--- config.mk ---
export PLATFORM = sky130hd
export DESIGN_NAME = eca_array_engine_flat
export DESIGN_NICKNAME = d
export VERILOG_FILES = /design/src/rtl/eca_if.sv /design/src/rtl/eca_array_engine.sv /design/src/flat_wrapper.sv
export SDC_FILE = /design/constraint.sdc
export NUM_CORES = 1
export LEC_CHECK = 0
export ABC_AREA = 1
export ABC_CLOCK_PERIOD_IN_PS = 4500
export CAP_MARGIN = 20
export CORE_ASPECT_RATIO = 1.75
export CORE_MARGIN = 8
export CORE_UTILIZATION = 25
export CTS_BUF_LIST = sky130_fd_sc_hd__clkbuf_8 sky130_fd_sc_hd__clkbuf_16
export DETAILED_ROUTE_END_ITERATION = 10
export PLACE_DENSITY = 0.55
export SLEW_MARGIN = 20
export SYNTH_ARGS = -nofsm -noshare
export SYNTH_HDL_FRONTEND = slang
export SYNTH_SLANG_ARGS = --single-unit
export TNS_END_PERCENT = 5
--- constraint.sdc ---
create_clock -name clk -period 4.5 [get_ports clk]
set_input_delay 0.675 -clock clk [delete_from_list [all_inputs] [get_ports clk]]
set_output_delay 0.675 -clock clk [all_outputs]
set_load 0.005 [all_outputs]
--- src/rtl/eca_if.sv ---
// Configuration/status bundle for eca_array_engine.
// ECA_POPCOUNT_EN adds the pop_count status signal.
interface eca_if #(
  parameter int unsigned WIDTH = 16,
  parameter int unsigned GEN_W = 16
) ();
  localparam int unsigned PW = $clog2(WIDTH + 1);

  logic             rule_we;
  logic [7:0]       rule_in;
  logic             seed_valid;
  logic             seed_ready;
  logic [WIDTH-1:0] seed_data;
  logic             run;
  logic [GEN_W-1:0] steps;
  logic             halt;
  logic             busy;
  logic             done;
  logic [WIDTH-1:0] cells;
  logic [GEN_W-1:0] gen_count;
`ifdef ECA_POPCOUNT_EN
  logic [PW-1:0]    pop_count;
`endif

  modport master (
    output rule_we, rule_in, seed_valid, seed_data, run, steps, halt,
    input  seed_ready, busy, done, cells, gen_count
`ifdef ECA_POPCOUNT_EN
    , input pop_count
`endif
  );

  modport slave (
    input  rule_we, rule_in, seed_valid, seed_data, run, steps, halt,
    output seed_ready, busy, done, cells, gen_count
`ifdef ECA_POPCOUNT_EN
    , output pop_count
`endif
  );
endinterface

--- src/rtl/eca_array_engine.sv ---
// WIDTH-cell elementary cellular automaton with loadable 8-bit rule and step counter.
// Optional ECA_POPCOUNT_EN adds a registered population count of the cell vector.
module eca_array_engine #(
  parameter int unsigned WIDTH      = 16,
  parameter logic [7:0]  RULE_RESET = 8'h4C,
  parameter int unsigned WRAP       = 1,
  parameter int unsigned GEN_W      = 16
) (
  input  logic  clk,
  input  logic  rst_n,
  eca_if.slave  bus
);
  localparam int unsigned PW = $clog2(WIDTH + 1);
  localparam logic [0:0] S_IDLE = 1'b0;
  localparam logic [0:0] S_RUN  = 1'b1;

  logic [0:0]       r_state, w_state_nxt;
  logic [WIDTH-1:0] r_cells, w_cells_nxt;
  logic [7:0]       r_rule, w_rule_nxt;
  logic [GEN_W-1:0] r_gen, w_gen_nxt;
  logic [GEN_W-1:0] r_rem, w_rem_nxt;
  logic             r_busy, w_busy_nxt;
  logic             r_done, w_done_nxt;
  logic             r_seed_ready, w_seed_ready_nxt;

  logic [WIDTH+1:0] w_ext;
  logic [WIDTH-1:0] w_gen_cells;
  logic             w_seed_xfer;

  // Neighbourhood vector: one boundary bit beyond each end of the array.
  assign w_ext = {(WRAP != 0) ? r_cells[0] : 1'b0,
                  r_cells,
                  (WRAP != 0) ? r_cells[WIDTH-1] : 1'b0};

  always_comb begin
    logic [2:0] w_pat;
    w_gen_cells = '0;
    w_pat       = '0;
    for (int i = 0; i < int'(WIDTH); i++) begin
      w_pat          = w_ext[i +: 3];
      w_gen_cells[i] = r_rule[3'd7 - w_pat];
    end
  end

  assign w_seed_xfer = bus.seed_valid && r_seed_ready;

  // Next-state and output decode.
  always_comb begin
    w_state_nxt = r_state;
    w_cells_nxt = r_cells;
    w_rule_nxt  = r_rule;
    w_gen_nxt   = r_gen;
    w_rem_nxt   = r_rem;
    w_done_nxt  = 1'b0;
    case (r_state)
      S_IDLE: begin
        if (bus.rule_we) w_rule_nxt = bus.rule_in;
        if (w_seed_xfer) begin
          w_cells_nxt = bus.seed_data;
          w_gen_nxt   = '0;
        end
        if (bus.run) begin
          if (bus.steps == '0) begin
            w_done_nxt = 1'b1;
          end else begin
            w_rem_nxt   = bus.steps;
            w_state_nxt = S_RUN;
          end
        end
      end
      S_RUN: begin
        if (bus.halt) begin
          w_rem_nxt   = '0;
          w_state_nxt = S_IDLE;
        end else begin
          w_cells_nxt = w_gen_cells;
          w_gen_nxt   = (r_gen == '1) ? r_gen : r_gen + GEN_W'(1);
          w_rem_nxt   = r_rem - GEN_W'(1);
          if (r_rem == GEN_W'(1)) begin
            w_state_nxt = S_IDLE;
            w_done_nxt  = 1'b1;
          end
        end
      end
      default: w_state_nxt = S_IDLE;
    endcase
    w_busy_nxt       = (w_state_nxt == S_RUN);
    w_seed_ready_nxt = (w_state_nxt == S_IDLE);
  end

  always_ff @(posedge clk) begin
    if (!rst_n) begin
      r_state      <= S_IDLE;
      r_cells      <= '0;
      r_rule       <= RULE_RESET;
      r_gen        <= '0;
      r_rem        <= '0;
      r_busy       <= 1'b0;
      r_done       <= 1'b0;
      r_seed_ready <= 1'b1;
    end else begin
      r_state      <= w_state_nxt;
      r_cells      <= w_cells_nxt;
      r_rule       <= w_rule_nxt;
      r_gen        <= w_gen_nxt;
      r_rem        <= w_rem_nxt;
      r_busy       <= w_busy_nxt;
      r_done       <= w_done_nxt;
      r_seed_ready <= w_seed_ready_nxt;
    end
  end

  assign bus.seed_ready = r_seed_ready;
  assign bus.busy       = r_busy;
  assign bus.done       = r_done;
  assign bus.cells      = r_cells;
  assign bus.gen_count  = r_gen;

`ifdef ECA_POPCOUNT_EN
  logic [PW-1:0] r_pop, w_pop_nxt;

  // Counts the vector being written so the count tracks cells on the same edge.
  always_comb begin
    w_pop_nxt = '0;
    for (int i = 0; i < int'(WIDTH); i++) begin
      w_pop_nxt = w_pop_nxt + PW'(w_cells_nxt[i]);
    end
  end

  always_ff @(posedge clk) begin
    if (!rst_n) r_pop <= '0;
    else        r_pop <= w_pop_nxt;
  end

  assign bus.pop_count = r_pop;
`endif
endmodule

--- src/flat_wrapper.sv ---
// flat-port wrapper written by rule: the top's interface ports become plain ports
module eca_array_engine_flat 
#(
  parameter int unsigned WIDTH      = 16,
  parameter logic [7:0]  RULE_RESET = 8'h4C,
  parameter int unsigned WRAP       = 1,
  parameter int unsigned GEN_W      = 16
)
  (clk, rst_n, bus_rule_we, bus_rule_in, bus_seed_valid, bus_seed_data, bus_run, bus_steps, bus_halt, bus_seed_ready, bus_busy, bus_done, bus_cells, bus_gen_count);
  eca_if #(.WIDTH(WIDTH), .GEN_W(GEN_W)) bus_i ();
  input  logic clk;
  input  logic rst_n;
  input wire logic [$bits(bus_i.rule_we)-1:0] bus_rule_we;
  input wire logic [$bits(bus_i.rule_in)-1:0] bus_rule_in;
  input wire logic [$bits(bus_i.seed_valid)-1:0] bus_seed_valid;
  input wire logic [$bits(bus_i.seed_data)-1:0] bus_seed_data;
  input wire logic [$bits(bus_i.run)-1:0] bus_run;
  input wire logic [$bits(bus_i.steps)-1:0] bus_steps;
  input wire logic [$bits(bus_i.halt)-1:0] bus_halt;
  output wire logic [$bits(bus_i.seed_ready)-1:0] bus_seed_ready;
  output wire logic [$bits(bus_i.busy)-1:0] bus_busy;
  output wire logic [$bits(bus_i.done)-1:0] bus_done;
  output wire logic [$bits(bus_i.cells)-1:0] bus_cells;
  output wire logic [$bits(bus_i.gen_count)-1:0] bus_gen_count;
  assign bus_i.rule_we = bus_rule_we;
  assign bus_i.rule_in = bus_rule_in;
  assign bus_i.seed_valid = bus_seed_valid;
  assign bus_i.seed_data = bus_seed_data;
  assign bus_i.run = bus_run;
  assign bus_i.steps = bus_steps;
  assign bus_i.halt = bus_halt;
  assign bus_seed_ready = bus_i.seed_ready;
  assign bus_busy = bus_i.busy;
  assign bus_done = bus_i.done;
  assign bus_cells = bus_i.cells;
  assign bus_gen_count = bus_i.gen_count;
  eca_array_engine #(.WIDTH(WIDTH), .RULE_RESET(RULE_RESET), .WRAP(WRAP), .GEN_W(GEN_W)) u_core (.clk(clk), .rst_n(rst_n), .bus(bus_i));
endmodule
==> results.txt, run 1 <==
----------------------------------------------------
[STA]
  Max Slew Vio Count ... 0
  Period minus WS final ... 2368 ps
  Highest clock frequency the design can meet ... between 400 and 500 MHz
  Final hold violation count ... 0
  Slew at the pin closest to its max-slew limit ... 793.1 ps
  Post-route fraction of the period consumed by the critical path ... 0.5263
  Unrepaired setup endpoints after global routing ... false
  Final setup violation count ... 0
  Clock skew ... 4.046 ps
  Setup TNS after final layout ... 0 ps
  Worst slew margin relative to its limit ... 0.4706

[Yosys]
  Count of flip-flops with a built-in enable after synthesis ... 0
  Number of standard cells after synthesis ... roughly 660
  Synthesized flop and latch total ... ~60
  Number of warnings printed during yosys synthesis ... 0
  Mapped Nets ... 706
  Post-Synthesis Mean Instance Area ... between 6 and 7 um2
  Dominant register cell in the synthesized netlist ... sky130_fd_sc_hd__dfxtp_1
  Netlist area before placement ... 4245 um2
  FFs w/ async S/R, synth ... 0
  Sequential area share after synthesis ... 0.2782
  Count of distinct cell types in the synthesized netlist ... 38

[Layout]
  Layout area overhead ... 28.71%
  Commonest non-fill, non-tap cells in the layout ... sky130_fd_sc_hd__nand2_1 (129), sky130_fd_sc_hd__clkdlybuf4s50_1 (80), sky130_fd_sc_hd__nand3_1 (77), sky130_fd_sc_hd__nor2_1 (73), sky130_fd_sc_hd__o211ai_1 (66)
  Final design area excluding fillers ... 5464 um2
  Fill cells ... 1840
  Register cell area after layout ... 1181 um2
  N_diodes ... 0
  Final core occ ... 0.3254
  Footprint of the multi-input gates ... about 2600 um2
  Number of nets in the final layout ... 763
  Most common library cell in the layout ignoring fill and taps ... sky130_fd_sc_hd__nand2_1
  Share of post-route cells with drive strength above 1 ... 0.06398

[Setup path]
  Worst setup startpoint ... u_core.r_state$_SDFF_PN0_
  Critical path start-end classification ... reg2out
  Buf+Inv Stages, Crit Path ... 1
  Arrival time reported for the critical path endpoint ... 1690 ps
  Crit Reg-Reg Endpoint ... u_core.bus.gen_count[9]$_SDFFE_PN0P_
  Delay contributed by the slowest stage of the critical path ... 720 ps
  CP top delay family ... flip-flops
  CP Launch Type ... flip-flop
  Largest fanout on the critical path ... 12
  Critical-path cell with the highest stage delay ... sky130_fd_sc_hd__dfxtp_1
  Destination of the critical timing path ... bus_busy
  WP data required ... 3830 ps
  Instance count on the critical path ... 1
  Type of element capturing the critical path ... output port
  Reg2reg start ... u_core.r_state$_SDFF_PN0_
  Cell-by-cell listing of the critical path ... clkdlybuf4s50_1
  Worst reg-to-reg setup slack ... 2230 ps
  Number of cells traversed by the worst register-to-register path ... 8

[Die]
  Starting density of the core ... 0.2529
  Die H ... 188.4 um
  Die Footprint ... 21570 um2
  Core Box Area ... between 15000 and 20000 um2
  Die X ... 114.5 um
  Top-level port count ... 81
  Number of placement rows ... 63

[Drt]
  Antenna Nets Post-Route ... 0
  Routed Wire Length ... 14660 um
  Post-DR wirelength/cell ... 15.50 um
  Detailed Routing Iterations Pass 1 ... 7
  Vias per cell ... 4.957
  Total via count in the routed design ... approximately 4700
  Iter 0 DRT Violations ... 267
  DRC violation count after routing ... 0

[Global routing]
  Initial antenna violation count ... 0
  Total grt overflow ... 0
  Via count of the first global-routing pass ... between 4000 and 5000
  Global-route wire length before repair ... around 24000 um
  Overall routing resource usage ... 0.1380
  Pin count of the biggest net entering global routing ... 38

[Outcome]
  Outcome ... complete, no violations

[Worst hold path]
  Type of the worst min-delay path ... reg2reg

[Placement]
  Post-detailed-placement cell area ... 5156 um2
  Total of buffers placed on input and output ports ... 80
  Detailed placement HPWL ... 10840 um
  Gpl congestion ... 0.8201

[Pwr]
  VDD IR-drop max ... 0.0001250 V
  Clk pwr share ... 0.405
  Combinational group share of total power ... 0.236
  Sw Share ... 0.3200
  Cell area power density ... 324.7 nW/um2
  Leakage power total ... 0.002019 uW
  Internal power component ... 1207 uW
  Reported net switching power ... 567.7 uW
  Sequential cell fraction of total power ... 0.360

[Clocking]
  Number of CTS-inserted buffers ... 9
  Clock-pin slew of the registers on the worst-case setup and hold paths ... 50 ps
  Number of H-tree levels ... 3
  TritonCTS clock tree ... done
  Clock sink count ... 59
  Deepest clock path buffer count ... 2
  Source-to-sink clock delay at the later pin of the worst-skew pair ... ~330 ps
  Master cell of the clock root buffer ... sky130_fd_sc_hd__clkbuf_16
  Number of setup buffers added after CTS ... 0
  Hold buffer count at cts ... 0
  Gates resized, CTS repair ... 0

[Flow run]
  Max-capacitance violation count ... 0

----------------------------------------------------
worst min path at each step:
stage / slack [ps] / startpoint / depth (start not counted) / to
detailed placement: 490 / u_core.r_rem[0]$_SDFFE_PN0P_ / 2 / u_core.r_rem[0]$_SDFFE_PN0P_
floorplan: 470 / u_core.r_rem[0]$_SDFFE_PN0P_ / 2 / u_core.r_rem[0]$_SDFFE_PN0P_
CTS: 500 / u_core.r_rem[0]$_SDFFE_PN0P_ / 2 / u_core.r_rem[0]$_SDFFE_PN0P_
finish: 500 / u_core.r_rem[0]$_SDFFE_PN0P_ / 2 / u_core.r_rem[0]$_SDFFE_PN0P_
global placement: 490 / u_core.r_rem[0]$_SDFFE_PN0P_ / 2 / u_core.r_rem[0]$_SDFFE_PN0P_
global route: 550 / u_core.r_rem[1]$_SDFFE_PN0P_ / 2 / u_core.r_rem[1]$_SDFFE_PN0P_
registers in the layout, summed over array words and instances (netlist names):
register / cells
u_core.bus.cells: 16
u_core.r_rem: 16
u_core.bus.seed_ready: 1
u_core.r_state: 1
u_core.r_rule: 8
u_core.bus.gen_count: 16
u_core.bus.done: 1
power groups by stage:
stage	Combinational (uW)	Sequential (uW)	Clock [uW]
after CTS	422	637	731
after global routing	472	646	761
final	418	638	718
after detailed placement	420	648	0
after floorplan	309	601	0
after global placement	418	649	0
cell type report:
class                           instances  share of cell area
Clock inverter                          4            0.007557
Timing Repair Buffer                   82              0.1493
Clock buffer                           12             0.04877
Multi-Input combinational cell        494              0.4786
Sequential cell                        59              0.2162
Tap cell                              227             0.05198
Inverter                               68             0.04763
per-layer routing:
metal  GRT usage  vias to the layer above  share of wire
met5           0                        -              0
met2      0.2578                      135           0.54
met3     0.03205                       26          0.053
met4     0.06388                        0          0.029
met1      0.1387                     2174           0.38
li1            -                     2354              -
cells by family after synthesis:
kind of cell / synth area share
flip-flops: 0.2782
adder cells (fa/ha/maj): 0.008843
buffers and inverters: 0.1058
XOR/XNOR: 0.004127
AND/OR/NAND/NOR: 0.3463
AO/OA/AOI/OAI: 0.2567
synth_stat cells (all sizes together), types with 2 or more instances:
cell type,count,share of area
clkbuf,12,0.011
nor2,84,0.088
o21ai,55,0.067
a21oi,43,0.051
dfxtp,59,0.28
buf,24,0.034
o211ai,66,0.12
nand2,134,0.13
o21bai,6,0.011
a21boi,2,0.0044
a31oi,2,0.0044
clkinv,4,0.0035
inv,64,0.058
nor3,2,0.0024
nand4,5,0.0074
ha,3,0.0088
xor2,2,0.0041
nand3,85,0.12
or2,2,0.0029
metrics by stage:
step / hold WS [ps] / std cells / total power, uW / setup WS [ps]
global route: 547.0 / 946 / 1879 / 1978
floorplan: 470.8 / 657 / 910.6 / 2849
global placement: 487.6 / 930 / 1068 / 1864
finish: 503.7 / 946 / 1774 / 2132
detailed placement: 487.7 / 930 / 1068 / 1855
CTS: 502.6 / 946 / 1791 / 2105
Power figures use the tool's default switching activity.
==> inputs of run 2 (changes only) <==
--- a/config.mk
+++ b/config.mk
@@ -6,7 +6,7 @@
 export NUM_CORES = 1
 export LEC_CHECK = 0
 export ABC_AREA = 1
-export ABC_CLOCK_PERIOD_IN_PS = 4500
+export ABC_CLOCK_PERIOD_IN_PS = 2290
 export CAP_MARGIN = 20
 export CORE_ASPECT_RATIO = 1.75
 export CORE_MARGIN = 8
==> constraint.sdc (replaced) <==
create_clock -name clk -period 2.29 [get_ports clk]
set_input_delay 0.3435 -clock clk [delete_from_list [all_inputs] [get_ports clk]]
set_output_delay 0.3435 -clock clk [all_outputs]
set_load 0.005 [all_outputs]
==> results.txt, run 2 (synthesis gave the netlist of run 1 again) <==
----------------------------------------------------
[Outcome]
  Outcome ... complete, no violations

[Drt]
  Detailed Routing Iterations Pass 1 ... 4
  Vias per cell ... 4.887
  DRC violation count after routing ... 0
  Post-DR wirelength/cell ... 15.31 um
  Antenna Nets Post-Route ... 0
  Routed Wire Length ... 14620 um
  Total via count in the routed design ... 4667
  Iter 0 DRT Violations ... 166

[Layout]
  Register cell area after layout ... 1181 um2
  Footprint of the multi-input gates ... 2615 um2
  Share of post-route cells with drive strength above 1 ... 0.07830
  Layout area overhead ... 29.68%
  Commonest non-fill, non-tap cells in the layout ... sky130_fd_sc_hd__nand2_1 (129), sky130_fd_sc_hd__clkdlybuf4s50_1 (80), sky130_fd_sc_hd__nand3_1 (77), sky130_fd_sc_hd__nor2_1 (73), sky130_fd_sc_hd__o211ai_1 (66)
  N_diodes ... 0
  Most common library cell in the layout ignoring fill and taps ... sky130_fd_sc_hd__nand2_1
  Number of nets in the final layout ... 772
  Final Instance Count excl. Fillers ... 955
  Fill cells ... 1841

[Worst hold path]
  Start point of the worst min-delay path ... u_core.r_rem[0]$_SDFFE_PN0P_
  Type of the worst min-delay path ... reg2reg

[STA]
  Setup TNS after final layout ... 0 ps
  Worst slew margin relative to its limit ... 0.5007
  Unrepaired setup endpoints after global routing ... false
  Highest clock frequency the design can meet ... 527.0 MHz
  Max Slew Vio Count ... 0
  Post-route fraction of the period consumed by the critical path ... 0.8286
  Final hold violation count ... 0
  Clock skew ... 8.329 ps
  Slew at the pin closest to its max-slew limit ... around 750 ps
  Final setup violation count ... 0
  Period minus WS final ... 1897 ps

[Setup path]
  Critical path start-end classification ... reg2out
  Worst reg-to-reg setup slack ... 570 ps
  Critical-path cell with the highest stage delay ... sky130_fd_sc_hd__clkdlybuf4s50_1
  Cell-by-cell listing of the critical path ... buf_4 > clkdlybuf4s50_1
  WP data required ... just under 2000 ps
  Largest fanout on the critical path ... 9
  CP top delay family ... buffers and inverters
  Delay contributed by the slowest stage of the critical path ... 530 ps
  Buf+Inv Stages, Crit Path ... 2
  Worst setup startpoint ... u_core.r_state$_SDFF_PN0_
  CP Launch Type ... flip-flop
  Type of element capturing the critical path ... output port
  Arrival time reported for the critical path endpoint ... 1550 ps
  Reg2reg start ... u_core.r_rem[0]$_SDFFE_PN0P_

[Placement]
  Detailed placement HPWL ... 11010 um
  Gpl congestion ... a little over 0.8
  Placed instance count ... 939
  Total of buffers placed on input and output ports ... 80

[Die]
  Die X ... 114.5 um
  Top-level port count ... 81
  Core Box Area ... 16790 um2
  Starting density of the core ... 0.2529
  Die H ... roughly 190 um
  Number of placement rows ... 63
  Die Footprint ... 21570 um2

[Clocking]
  Source-to-sink clock delay at the later pin of the worst-skew pair ... 330 ps
  Number of CTS-inserted buffers ... 9
  Number of H-tree levels ... 3
  Gates resized, CTS repair ... 0
  Number of setup buffers added after CTS ... 0
  TritonCTS clock tree ... done
  Master cell of the clock root buffer ... sky130_fd_sc_hd__clkbuf_16
  Hold buffer count at cts ... 0
  Deepest clock path buffer count ... 2
  Clock sink count ... 59
  Clock-pin slew of the registers on the worst-case setup and hold paths ... 50 ps

[Global routing]
  Total grt overflow ... 0
  Overall routing resource usage ... 0.1396
  Pin count of the biggest net entering global routing ... 37
  Initial antenna violation count ... 0
  Via count of the first global-routing pass ... between 4000 and 5000
  Global-route wire length before repair ... 23740 um

[Pwr]
  VDD IR-drop max ... approximately 0.00028 V
  Sequential cell fraction of total power ... 0.369
  Clk pwr share ... 0.378
  Internal power component ... approximately 2200 uW
  Combinational group share of total power ... 0.253
  Sw Share ... 0.3312
  Cell area power density ... between 600 and 700 nW/um2
  Reported net switching power ... 1114 uW
  Leakage power total ... 0.002039 uW

[Flow run]
  Max-capacitance violation count ... 0

----------------------------------------------------
==> run 2: cell count changes in the layout (fill, tap and decap cells not counted) <==
cell	before	now
sky130_fd_sc_hd__clkinv_2	0	2
sky130_fd_sc_hd__buf_4	2	11
sky130_fd_sc_hd__clkinvlp_4	0	2
sky130_fd_sc_hd__bufinv_16	1	0
sky130_fd_sc_hd__inv_1	64	62
sky130_fd_sc_hd__clkbuf_8	3	2
==> run 2: cell type report <==
type	count	area share
clock buffer	11	0.04591
inverter	68	0.04727
tap	227	0.05159
sequential	59	0.2145
clock inverter	5	0.005227
timing repair buffer	91	0.1605
multi-input combinational	494	0.4750
==> run 2: path summary, 6_finish.rpt <==
check                                      end  cells past startpoint
setup reg to reg  u_core.r_rem[4]$_SDFFE_PN0P_                      7
hold reg to reg   u_core.r_rem[0]$_SDFFE_PN0P_                      2
hold / removal    u_core.r_rem[0]$_SDFFE_PN0P_                      2
setup / recovery                      bus_busy                      2
==> run 2: power by group through the flow <==
stage	Combinational, uW	Sequential, uW	Clock (uW)
floorplan	608	1180	0
global placement	855	1260	0
detailed placement	855	1260	0
CTS	859	1240	1320
global route	968	1260	1360
finish	851	1240	1270
==> run 2: metrics by stage <==
| step | area [um2] | utilization | hold WS, ps | total power, uW | setup WS [ps] |
|---|---|---|---|---|---|
| after floorplan | 4245 | - | 456.7 | 1789 | 806.0 |
| after global placement | 5224 | 0.3111 | 489.2 | 2118 | 158.7 |
| after detailed placement | 5224 | 0.3111 | 501.2 | 2117 | 158.5 |
| after CTS | 5505 | 0.3279 | 506.6 | 3418 | 359.4 |
| after global routing | 5505 | 0.3279 | 541.0 | 3588 | 316.8 |
| final | 5505 | 0.3279 | 506.5 | 3363 | 392.6 |
==> run 2: metal layers <==
metal  vias to the layer above  track usage  part of all wire
met1                      2140       0.1365              0.38
met5                         -            0                 0
met4                         0      0.07831             0.036
met3                        35      0.03141             0.048
met2                       112       0.2601              0.54
li1                       2380            -                 -
==> run 2: tightest hold or removal path, delay by kind of cell, from the launching register on <==
family             cells  cell delay [ps]
and+or+nand+nor        1               70
DFF                    1              330
AOI/OAI and AO/OA      1               50
==> inputs of run 3 (changes only) <==
--- a/config.mk
+++ b/config.mk
@@ -6,14 +6,14 @@
 export NUM_CORES = 1
 export LEC_CHECK = 0
 export ABC_AREA = 1
-export ABC_CLOCK_PERIOD_IN_PS = 2290
+export ABC_CLOCK_PERIOD_IN_PS = 1650
 export CAP_MARGIN = 20
 export CORE_ASPECT_RATIO = 1.75
 export CORE_MARGIN = 8
 export CORE_UTILIZATION = 25
 export CTS_BUF_LIST = sky130_fd_sc_hd__clkbuf_8 sky130_fd_sc_hd__clkbuf_16
 export DETAILED_ROUTE_END_ITERATION = 10
-export PLACE_DENSITY = 0.55
+export PLACE_DENSITY = 0.57
 export SLEW_MARGIN = 20
 export SYNTH_ARGS = -nofsm -noshare
 export SYNTH_HDL_FRONTEND = slang
==> constraint.sdc (replaced) <==
create_clock -name clk -period 1.65 [get_ports clk]
set_input_delay 0.2475 -clock clk [delete_from_list [all_inputs] [get_ports clk]]
set_output_delay 0.2475 -clock clk [all_outputs]
set_load 0.005 [all_outputs]
==> results.txt, run 3 (synthesis gave the netlist of run 1 again) <==
----------------------------------------------------
[Outcome]
  Outcome ... complete, no violations

[Layout]
  Final design area excluding fillers ... 6096 um2
  Most common library cell in the layout ignoring fill and taps ... sky130_fd_sc_hd__nand2_1
  Share of post-route cells with drive strength above 1 ... 0.1658
  Number of nets in the final layout ... 834
  Commonest non-fill, non-tap cells in the layout ... sky130_fd_sc_hd__nand2_1 (127), sky130_fd_sc_hd__clkdlybuf4s50_1 (79), sky130_fd_sc_hd__nand3_1 (77), sky130_fd_sc_hd__nor2_1 (69), sky130_fd_sc_hd__buf_4 (69)
  Final core occ ... 0.3631
  N_diodes ... 0
  Layout area overhead ... 43.59%
  Fill cells ... 1839

[STA]
  Highest clock frequency the design can meet ... 618.3 MHz
  Min setup slack post-route ... 32.69 ps
  Slew at the pin closest to its max-slew limit ... 429.6 ps
  Clock skew ... 6.349 ps
  Final hold violation count ... 0
  Max Slew Vio Count ... 0
  Final setup violation count ... 0
  Post-route fraction of the period consumed by the critical path ... 0.9802
  Worst hold slack after final layout ... 487.0 ps
  Worst slew margin relative to its limit ... 0.7106
  Period minus WS final ... roughly 1600 ps

[Global routing]
  Global-route wire length before repair ... 24110 um
  Overall routing resource usage ... 0.1416
  Pin count of the biggest net entering global routing ... 27
  Via count of the first global-routing pass ... 4959
  Total grt overflow ... 0
  Initial antenna violation count ... 0

[Clocking]
  TritonCTS clock tree ... done
  Clock-pin slew of the registers on the worst-case setup and hold paths ... 50 ps
  Deepest clock path buffer count ... 2
  Master cell of the clock root buffer ... sky130_fd_sc_hd__clkbuf_16
  Source-to-sink clock delay at the later pin of the worst-skew pair ... 330 ps
  Number of H-tree levels ... 3
  Clock sink count ... 59
  Number of CTS-inserted buffers ... 9

[Setup path]
  Arrival time reported for the critical path endpoint ... 1370 ps
  Critical path start-end classification ... reg2out
  Largest fanout on the critical path ... 6
  Buf+Inv Stages, Crit Path ... 1
  Delay contributed by the slowest stage of the critical path ... about 560 ps
  WP data required ... 1400 ps
  CP top delay family ... buffers and inverters
  CP Launch Type ... flip-flop
  Cell-by-cell listing of the critical path ... clkdlybuf4s50_1
  Type of element capturing the critical path ... output port
  Critical-path cell with the highest stage delay ... sky130_fd_sc_hd__clkdlybuf4s50_1

[Die]
  Die X ... 114.5 um
  Die H ... 188.4 um
  Die Footprint ... ~22000 um2
  Core Box Area ... between 15000 and 20000 um2
  Starting density of the core ... 0.2529
  Number of placement rows ... 63
  Top-level port count ... a little over 80

[Drt]
  Detailed Routing Iterations Pass 1 ... 4
  Vias per cell ... around 4.8
  Total via count in the routed design ... 4884
  Routed Wire Length ... 14830 um
  Post-DR wirelength/cell ... about 15 um
  DRC violation count after routing ... 0
  Antenna Nets Post-Route ... 0
  Iter 0 DRT Violations ... between 150 and 200

[Pwr]
  VDD IR-drop max ... 0.0003961 V
  Cell area power density ... 819.0 nW/um2
  Leakage power total ... roughly 0.0024 uW

[Worst hold path]
  Type of the worst min-delay path ... reg2reg

[Placement]
  Total of buffers placed on input and output ports ... 80
  Detailed placement HPWL ... about 12000 um
  Post-detailed-placement cell area ... 5732 um2
  Setup slack at placement ... -249.5 ps
  Gpl congestion ... 0.8519

[Flow run]
  Max-capacitance violation count ... 0

----------------------------------------------------
## run 3: worst register-to-register path, cell delays in order, from the launching register on
cell and delay (ps):
sky130_fd_sc_hd__dfxtp_2 350, sky130_fd_sc_hd__ha_4 160, sky130_fd_sc_hd__nand2_4 60, sky130_fd_sc_hd__nor2_4 170
sky130_fd_sc_hd__nand3_4 120, sky130_fd_sc_hd__nor2_4 140, sky130_fd_sc_hd__nor2_4 50, sky130_fd_sc_hd__buf_4 150
sky130_fd_sc_hd__nand3_1 70, sky130_fd_sc_hd__nand2_1 50, sky130_fd_sc_hd__inv_1 40, sky130_fd_sc_hd__nor2_1 30
## run 3: report_power, final
part / switching (uW) / leakage, uW / internal [uW] / total, uW
clock network: 699 / 0.000147 / 1200 / 1890
registers: 103 / 0.000489 / 1530 / 1630
logic: 802 / 0.00177 / 662 / 1460
## run 3: timing repair
action                     in CTS  in global routing
hold buffers                    0                  0
gates resized for setup         3                 18
pin swaps                       0                  4
cloned                          0                  0
hold endpoints to repair        0                  0
setup endpoints to repair       2                 30
buffers inserted                0                  1
## run 3: layout make-up
class,instances,area [um2],share of cell area
Multi-Input combinational cell,494,2663,0.4368
Timing Repair Buffer,153,1401,0.2299
Sequential cell,59,1191,0.1954
Tap cell,227,284.0,0.04659
Inverter,68,260.3,0.04269
Clock buffer,10,239.0,0.03920
Clock inverter,6,57.56,0.009442
## run 3: worst paths after layout
path,start,endpoint,slack (ps),cells past startpoint
max,u_core.bus.cells[9]$_SDFFE_PN0P_,bus_cells[9],30,1
min,u_core.r_rule[5]$_SDFFE_PN0P_,u_core.r_rule[5]$_SDFFE_PN0P_,490,2
min reg2reg,u_core.r_rule[5]$_SDFFE_PN0P_,u_core.r_rule[5]$_SDFFE_PN0P_,490,2
max reg2reg,u_core.bus.gen_count[1]$_SDFFE_PN0P_,u_core.bus.gen_count[15]$_SDFFE_PN0P_,150,11
## run 3: through the flow
stage / TNS [ps] / power [uW] / cells
final: 0 / 4992 / 1017
after detailed placement: -4507 / 3118 / 1000
after global placement: -3832 / 3116 / 1000
after CTS: 0 / 5049 / 1016
after global routing: -2.920 / 5285 / 1017
after floorplan: 0 / 2483 / 657
## run 3: routing by layer
layer  routed length [um]  GRT usage  share of wire
met1                 5245     0.1293           0.35
met2                 8350     0.2753           0.56
met3                  775    0.03237          0.052
met4                  462    0.07676          0.031
met5                    0          0              0
